[config.mk]
export PLATFORM = sky130hd
export DESIGN_NAME = bus_arbiter
export DESIGN_NICKNAME = d
export VERILOG_FILES = /design/src/rtl/bus_arbiter.sv
export SDC_FILE = /design/constraint.sdc
export NUM_CORES = 1
export LEC_CHECK = 0
export BUFFER_PORTS_ARGS = -buffer_cell sky130_fd_sc_hd__buf_2
export CORE_AREA = 5 5 242 244
export DETAILED_ROUTE_END_ITERATION = 10
export DIE_AREA = 0 0 247 249
export HOLD_SLACK_MARGIN = 0.03
export PLACE_DENSITY_LB_ADDON = 0.08
export SKIP_CTS_REPAIR_TIMING = 1
export SLEW_MARGIN = 40
export SYNTH_ARGS = -nofsm -noshare
export SYNTH_HDL_FRONTEND = slang
export SYNTH_SLANG_ARGS = --single-unit
[constraint.sdc]
create_clock -name clk -period 1.7 [get_ports clk]
set_clock_uncertainty 0.2 [all_clocks]
set_input_delay 0.255 -clock clk [delete_from_list [all_inputs] [get_ports clk]]
set_output_delay 0.255 -clock clk [all_outputs]
set_load 0.02 [all_outputs]
[src/rtl/bus_arbiter.sv]
// Two-master (instruction fetch / data memory) arbiter onto a single-ported RAM.
// It has one outstanding access, MEM-first priority with an IF anti-starvation streak, and a response timeout.
module bus_arbiter #(
  parameter int ADDR_W         = 64,
  parameter int DATA_W         = 64,
  parameter int MAX_MEM_STREAK = 4,
  parameter int TIMEOUT        = 255
) (
  input  logic              clk,
  input  logic              rst,
  input  logic              if_req,
  input  logic [ADDR_W-1:0] if_addr,
  output logic              if_gnt,
  output logic              if_valid,
  output logic [31:0]       if_rdata,
  input  logic              mem_req,
  input  logic              mem_we,
  input  logic [ADDR_W-1:0] mem_addr,
  input  logic [DATA_W-1:0] mem_wdata,
  input  logic [DATA_W-1:0] mem_wmask,
  output logic              mem_gnt,
  output logic              mem_valid,
  output logic [DATA_W-1:0] mem_rdata,
  output logic              ram_req,
  output logic              ram_we,
  output logic [ADDR_W-1:0] ram_addr,
  output logic [DATA_W-1:0] ram_wdata,
  output logic [DATA_W-1:0] ram_wmask,
  input  logic              ram_ready,
  input  logic              ram_rvalid,
  input  logic [DATA_W-1:0] ram_rdata,
  output logic              bus_err,
  output logic              core_lock
);

  typedef enum logic [2:0] {IDLE, IF_REQ, IF_WAIT, MEM_REQ, MEM_WAIT} state_e;

  localparam logic [2:0] MAX_STREAK_C = 3'(MAX_MEM_STREAK);
  localparam logic [7:0] TIMEOUT_C    = 8'(TIMEOUT);

  state_e            state_q, state_d;
  logic [2:0]        streak_q, streak_d;
  logic [7:0]        wait_cnt_q, wait_cnt_d;
  logic [ADDR_W-1:0] addr_q, addr_d;
  logic              we_q, we_d;
  logic [DATA_W-1:0] wdata_q, wdata_d;
  logic [DATA_W-1:0] wmask_q, wmask_d;
  logic              if_valid_q, if_valid_d;
  logic              mem_valid_q, mem_valid_d;
  logic              bus_err_q, bus_err_d;
  logic [31:0]       if_rdata_q, if_rdata_d;
  logic [DATA_W-1:0] mem_rdata_q, mem_rdata_d;
  logic              if_gnt_c, mem_gnt_c;

  always_comb begin
    state_d     = state_q;
    streak_d    = streak_q;
    wait_cnt_d  = wait_cnt_q;
    addr_d      = addr_q;
    we_d        = we_q;
    wdata_d     = wdata_q;
    wmask_d     = wmask_q;
    if_valid_d  = 1'b0;
    mem_valid_d = 1'b0;
    bus_err_d   = 1'b0;
    if_rdata_d  = if_rdata_q;
    mem_rdata_d = mem_rdata_q;
    if_gnt_c    = 1'b0;
    mem_gnt_c   = 1'b0;
    case (state_q)
      IDLE: begin
        wait_cnt_d = '0;
        // MEM wins unless it has already starved a waiting fetch for the full streak
        if (mem_req && !(if_req && streak_q == MAX_STREAK_C)) begin
          mem_gnt_c = 1'b1;
          addr_d    = mem_addr;
          we_d      = mem_we;
          wdata_d   = mem_wdata;
          wmask_d   = mem_wmask;
          state_d   = MEM_REQ;
          if (!if_req)                         streak_d = '0;
          else if (streak_q != MAX_STREAK_C)   streak_d = streak_q + 3'd1;
        end else if (if_req) begin
          if_gnt_c = 1'b1;
          addr_d   = if_addr;
          we_d     = 1'b0;
          wdata_d  = '0;
          wmask_d  = '0;
          streak_d = '0;
          state_d  = IF_REQ;
        end
      end
      IF_REQ, MEM_REQ: begin
        wait_cnt_d = '0;
        if (ram_ready) state_d = (state_q == IF_REQ) ? IF_WAIT : MEM_WAIT;
      end
      IF_WAIT: begin
        if (ram_rvalid) begin
          if_valid_d = 1'b1;
          if_rdata_d = addr_q[2] ? ram_rdata[63:32] : ram_rdata[31:0];
          state_d    = IDLE;
        end else if (wait_cnt_q == TIMEOUT_C) begin
          if_valid_d = 1'b1;
          bus_err_d  = 1'b1;
          if_rdata_d = '0;
          state_d    = IDLE;
        end else begin
          wait_cnt_d = wait_cnt_q + 8'd1;
        end
      end
      MEM_WAIT: begin
        if (ram_rvalid) begin
          mem_valid_d = 1'b1;
          mem_rdata_d = we_q ? '0 : ram_rdata;
          state_d     = IDLE;
        end else if (wait_cnt_q == TIMEOUT_C) begin
          mem_valid_d = 1'b1;
          bus_err_d   = 1'b1;
          mem_rdata_d = '0;
          state_d     = IDLE;
        end else begin
          wait_cnt_d = wait_cnt_q + 8'd1;
        end
      end
      default: state_d = IDLE;
    endcase
  end

  always_ff @(posedge clk) begin
    if (!rst) begin
      state_q     <= IDLE;
      streak_q    <= '0;
      wait_cnt_q  <= '0;
      addr_q      <= '0;
      we_q        <= 1'b0;
      wdata_q     <= '0;
      wmask_q     <= '0;
      if_valid_q  <= 1'b0;
      mem_valid_q <= 1'b0;
      bus_err_q   <= 1'b0;
      if_rdata_q  <= '0;
      mem_rdata_q <= '0;
    end else begin
      state_q     <= state_d;
      streak_q    <= streak_d;
      wait_cnt_q  <= wait_cnt_d;
      addr_q      <= addr_d;
      we_q        <= we_d;
      wdata_q     <= wdata_d;
      wmask_q     <= wmask_d;
      if_valid_q  <= if_valid_d;
      mem_valid_q <= mem_valid_d;
      bus_err_q   <= bus_err_d;
      if_rdata_q  <= if_rdata_d;
      mem_rdata_q <= mem_rdata_d;
    end
  end

  // Combinational outputs are masked while reset is held so everything reads 0
  assign if_gnt    = if_gnt_c & rst;
  assign mem_gnt   = mem_gnt_c & rst;
  assign if_valid  = if_valid_q;
  assign mem_valid = mem_valid_q;
  assign bus_err   = bus_err_q;
  assign if_rdata  = if_rdata_q;
  assign mem_rdata = mem_rdata_q;
  assign ram_req   = (state_q == IF_REQ) || (state_q == MEM_REQ);
  assign ram_we    = (state_q == MEM_REQ) & we_q;
  assign ram_addr  = ram_req ? addr_q  : '0;
  assign ram_wdata = ram_req ? wdata_q : '0;
  assign ram_wmask = ram_req ? wmask_q : '0;
  assign core_lock = rst & ~mem_valid_q &
                     ((state_q == MEM_REQ) | (state_q == MEM_WAIT) | (mem_req & ~mem_gnt_c));

endmodule

# == Word-level counts from Yosys, hierarchy flattened ==
# Cells that the tools add are included.
# classes
magnitude_cmp,0
shift,0
n_eq_ne,13
n_mux,37
n_addsub,2
div,0
bitwise,12
n_mul,0
n_reduce_logical,20
# op_table
operator,count
64-bit 2-to-1 mux,11
32-bit 2-to-1 mux,3
3-bit 2-to-1 mux,10
8-bit 2-to-1 mux,2
8-bit one-hot mux with 2 select lines,1
2-bit AND reduction,5
1-bit 2-to-1 mux,9
3-bit one-hot mux with 3 select lines,1
3-bit AND reduction,3
8-bit by 1-bit adder with 8-bit output (second input constant),1
8-bit == test (second input constant),1
1-bit bitwise AND,6
3-bit by 2-bit == test with 1-bit output (second input constant),2
3-bit == test (second input constant),2
2-bit inequality test (second input constant),3
3-bit inequality test (second input constant),2
2-bit nonzero test,3
3-bit OR reduction,2
1-bit NOT,4
2-bit OR reduction,2
3-bit by 1-bit adder with 3-bit output (second input constant),1
3-bit by 1-bit == test with 1-bit output (second input constant),1
3-bit zero test,1
3-bit by 1-bit inequality test with 1-bit output (second input constant),1
5 further kinds,7
# totals
ramBits,0
output_inout_bits,296
latchBits,0
in_bits,327
register_bits,306
n_memories,0
wordCells,96
romBits,0

# == Logic depth before layout (Yosys ltp) ==
# logic_depth
ltp_word,10
mapped_depth,9
ltp_nobuf,6

# == Worst setup path before layout ==
# Ideal clock, no wire load.
# synth_timing
path_kind,reg2out
startpoint,register streak_q[0]
endpoint,output core_lock
setup_slack_ns,-0.354
path_stages_with_launch,8
t_arrival_ns,1.599
n_path_buf,1
path_cell_list,dfxtp_1 -> inv_1 -> ha_1 -> nand3_1 -> nand2_1 -> buf_2 -> o21ai_0 -> a311oi_1
# synth_via
elab_chain_cells,10
# synth_rtl
element,line,source
from (decl),42,"logic [2:0] streak_q, streak_d;"
from (signal assigned),145,streak_q <= streak_d;
3-bit == test,74,if (mem_req && !(if_req && streak_q == MAX_STREAK_C)) begin
1-bit logical AND,74,
1-bit zero test,74,
1-bit logical AND,74,
1-bit 2-to-1 mux,74,
1-bit 2-to-1 mux,70,case (state_q)
1-bit NOT,173,((state_q == MEM_REQ) | (state_q == MEM_WAIT) | (mem_req & ~mem_gnt_c));
1-bit bitwise AND,173,
1-bit OR,173,
1-bit bitwise AND,172,assign core_lock = rst & ~mem_valid_q &
to (decl),33,output logic core_lock
# Every way passes these cells.

# == Worst setup path in the final report ==
# Same ends and word-level chain as after synthesis.

==> results.json <==
{
  "p_leak_nw": 11.1,
  "startpoint": "streak_q[0]$_SDFFE_PN0P_",
  "end_kind": "primary output",
  "p_int_mw": 16.6,
  "slew_viol_final": 0,
  "htreeDepth": 2,
  "power_switching_mw": 6.64,
  "first_iter_violations": 390,
  "tritoncts": "yes",
  "gr-usage-all-layers": 0.162,
  "routed_wl_um": 59600,
  "r2r_start": "state_q[2]$_SDFFE_PN0P_",
  "cap_violations": 0,
  "first_pass_iters": 4,
  "wl_per_cell_um": 19.3,
  "slew_headroom": 0.715,
  "cts_buffer_depth": 3,
  "portBuffers": 622,
  "clkTransAtPathRegs_ns": 0.06,
  "synthAdderAreaFrac": 0.00306,
  "synth_top_area_share": 0.499,
  "netlist_instances": 1264,
  "r2r_end": "wdata_q[23]$_SDFFE_PN0P_",
  "synth_edf_count": 0,
  "clkLatencyLatePin_ns": 0.54,
  "yosys_most_used_dff": "dfxtp_1",
  "finalCriticalPeriod_ns": 2.27,
  "hold_path.class": "input pin to flop",
  "dp.cells": 2631,
  "grt_max_degree": 69,
  "r2r_slack_ns": -0.26,
  "pre_cts_slack_ns": -0.134,
  "setup_viol": 492,
  "die-area_mm2": 0.0615,
  "antenna_found_initial": 3,
  "grt_pass1_wl_um": 78500,
  "synth_compound_area_frac": 0.230,
  "r2r.worst_path.cells": 9,
  "tightest_slew_ns": 0.428,
  "synth_top_family_by_area": "compound AO/OA/AOI/OAI gates",
  "fmax_mhz": 440,
  "crit_fanout": 4,
  "final_antenna_net_count": 0,
  "core_area_mm2": 0.0561,
  "root_buffer": "clkbuf_16",
  "critical_path_required_ns": 1.24,
  "overflow": 0,
  "finalHoldViolations": 0,
  "cts_buffers": 38,
  "status": "finished with violations",
  "drc_errors": 0,
  "ys_top_cells_by_count": "dfxtp_1 (306), and2_1 (194), a22o_1 (193), nand2_1 (163), o21ai_0 (70)",
  "utilization": 0.434,
  "final_cells": 3081,
  "pwr-share-seq": 0.356,
  "layout_setup_ws_ns": -0.574,
  "ys_seq_elements": 306,
  "arrival_ns": 1.82,
  "initial_core_util": 0.219,
  "swShare": 0.286,
  "endpoint": "core_lock",
  "ioPinCount": 623,
  "yosysMostFrequentCell": "dfxtp_1",
  "fp.dieW_um": 247,
  "num_rows": 87,
  "vias": 13700,
  "ir_drop_mv": 0.682,
  "synth_largest_area_cell": "dfxtp_1",
  "synthTopCellsByArea": "dfxtp_1 (50%), a22o_1 (14%), and2_1 (9.9%)",
  "muxShareOfSynthArea": 0.0395,
  "synth.avg_cell_area_um2": 9.70,
  "synth-simple-area-share": 0.177,
  "gp_congestion": 0.820,
  "powerDensity_mw_per_mm2": 954,
  "worstSetupPathType": "flop to primary output",
  "period_share": 1.34,
  "first_global_vias": 12600,
  "syn_nets": 1594,
  "hp-start": "ram_rvalid",
  "ys_async_sr_fraction": 0,
  "ys_seq_area_frac": 0.499,
  "synth_warnings": 0,
  "cts_sinks": 306,
  "synth-xor-area-share": 0.000714,
  "rsz0062_at_grt": "true",
  "pwr-share-clk": 0.365,
  "die-height_um": 249,
  "viasPerCell": 4.46,
  "netlist_area_mm2": 0.0123,
  "fin_nets": 2628,
  "synth_cell_types": 51,
  "comb_power_share": 0.279,
  "syn2layout_area_growth_pct": 98.2,
  "violations": "setup timing",
  "dp.final_hpwl_um": 40000,
  "worstSetupStartpointType": "flop",
  "drive_above_1_share": 0.469,
  "fillers": 5384
}
==> flip-flops by register name, indices dropped and copies added (netlist names) <==
register and cells:
mem_rdata 64, state_q 3, if_rdata 32, wmask_q 64, mem_valid 1, we_q 1, streak_q 3, if_valid 1
addr_q 64, wait_cnt_q 8, wdata_q 64, bus_err 1
==> through the flow <==
step,hold WS [ns],area [µm²],power [mW],TNS (ns)
floorplan,0.134,12600,10.5,-8.71
global placement,0.243,17300,12.5,-27.76
detailed placement,0.244,17300,12.5,-33.40
CTS,-0.321,18600,21.2,-158.88
global route,0.0874,24300,24.3,-181.42
finish,0.104,24300,23.2,-143.39
==> final cells by class <==
cell class	count	area (µm²)	share of cell area
antenna	1	2.50	0.000103
clock buffer	57	1180	0.0484
clock inverter	9	123	0.00504
inverter	7	38.8	0.00160
multi-input combinational	837	6260	0.257
sequential	306	6140	0.253
tap	756	946	0.0389
timing repair buffer	1105	9540	0.392
timing repair inverter	3	90.1	0.00371
==> routing by layer <==
layer | track usage | part of all wire
met5 | 0 | 0.00029
met4 | 0.0480 | 0.029
met3 | 0.0499 | 0.065
met2 | 0.290 | 0.51
met1 | 0.185 | 0.40
==> cells by family after synthesis <==
group / Yosys count
AND/OR/NAND/NOR: 414
AO/OA/AOI/OAI: 372
flip-flops: 306
buffers and inverters: 121
multiplexers: 47
adder cells (fa/ha/maj): 3
XOR/XNOR: 1
==> power groups by stage <==
stage	clock [mW]	sequential [mW]	combinational, mW
2_1_floorplan	0	8.26	2.28
3_3_place_gp	0	8.35	4.16
3_5_place_dp	0	8.33	4.16
4_1_cts	8.82	8.19	4.17
5_1_grt	9.07	8.31	6.91
6_report	8.47	8.25	6.48
==> worst max-delay path: stages, from the launching register on <==
cell and delay (ns):
dfxtp_2 0.32, inv_2 0.07, ha_4 0.14, nand3_4 0.08, nand2_4 0.12, o21ai_4 0.06, a311oi_2 0.29, buf_4 0.21
==> cell usage in the layout (no fill, tap or decap), drive strengths merged, types with 9 or more instances in the layout <==
cell	count
a22o	193
a31oi	67
and2	194
buf	758
clkbuf	78
clkinv	9
dfxtp	306
dlygate4sd3	326
mux2	11
mux2i	36
nand2	163
nand3	12
nor2	15
o21ai	71
o2bb2ai	21
==> worst min-delay path by stage <==
stage / endpoint / slack, ns / cells past startpoint
finish: wait_cnt_q[0]$_SDFFE_PN0P_ / 0.10 / 6
global route: state_q[2]$_SDFFE_PN0P_ / 0.09 / 4
CTS: wdata_q[10]$_SDFFE_PN0P_ / -0.32 / 2
detailed placement: if_rdata[25]$_SDFFE_PN0P_ / 0.24 / 1
global placement: if_rdata[4]$_SDFFE_PN0P_ / 0.24 / 1
floorplan: bus_err$_SDFF_PP0_ / 0.13 / 1
(Power assumes the default switching activity.)
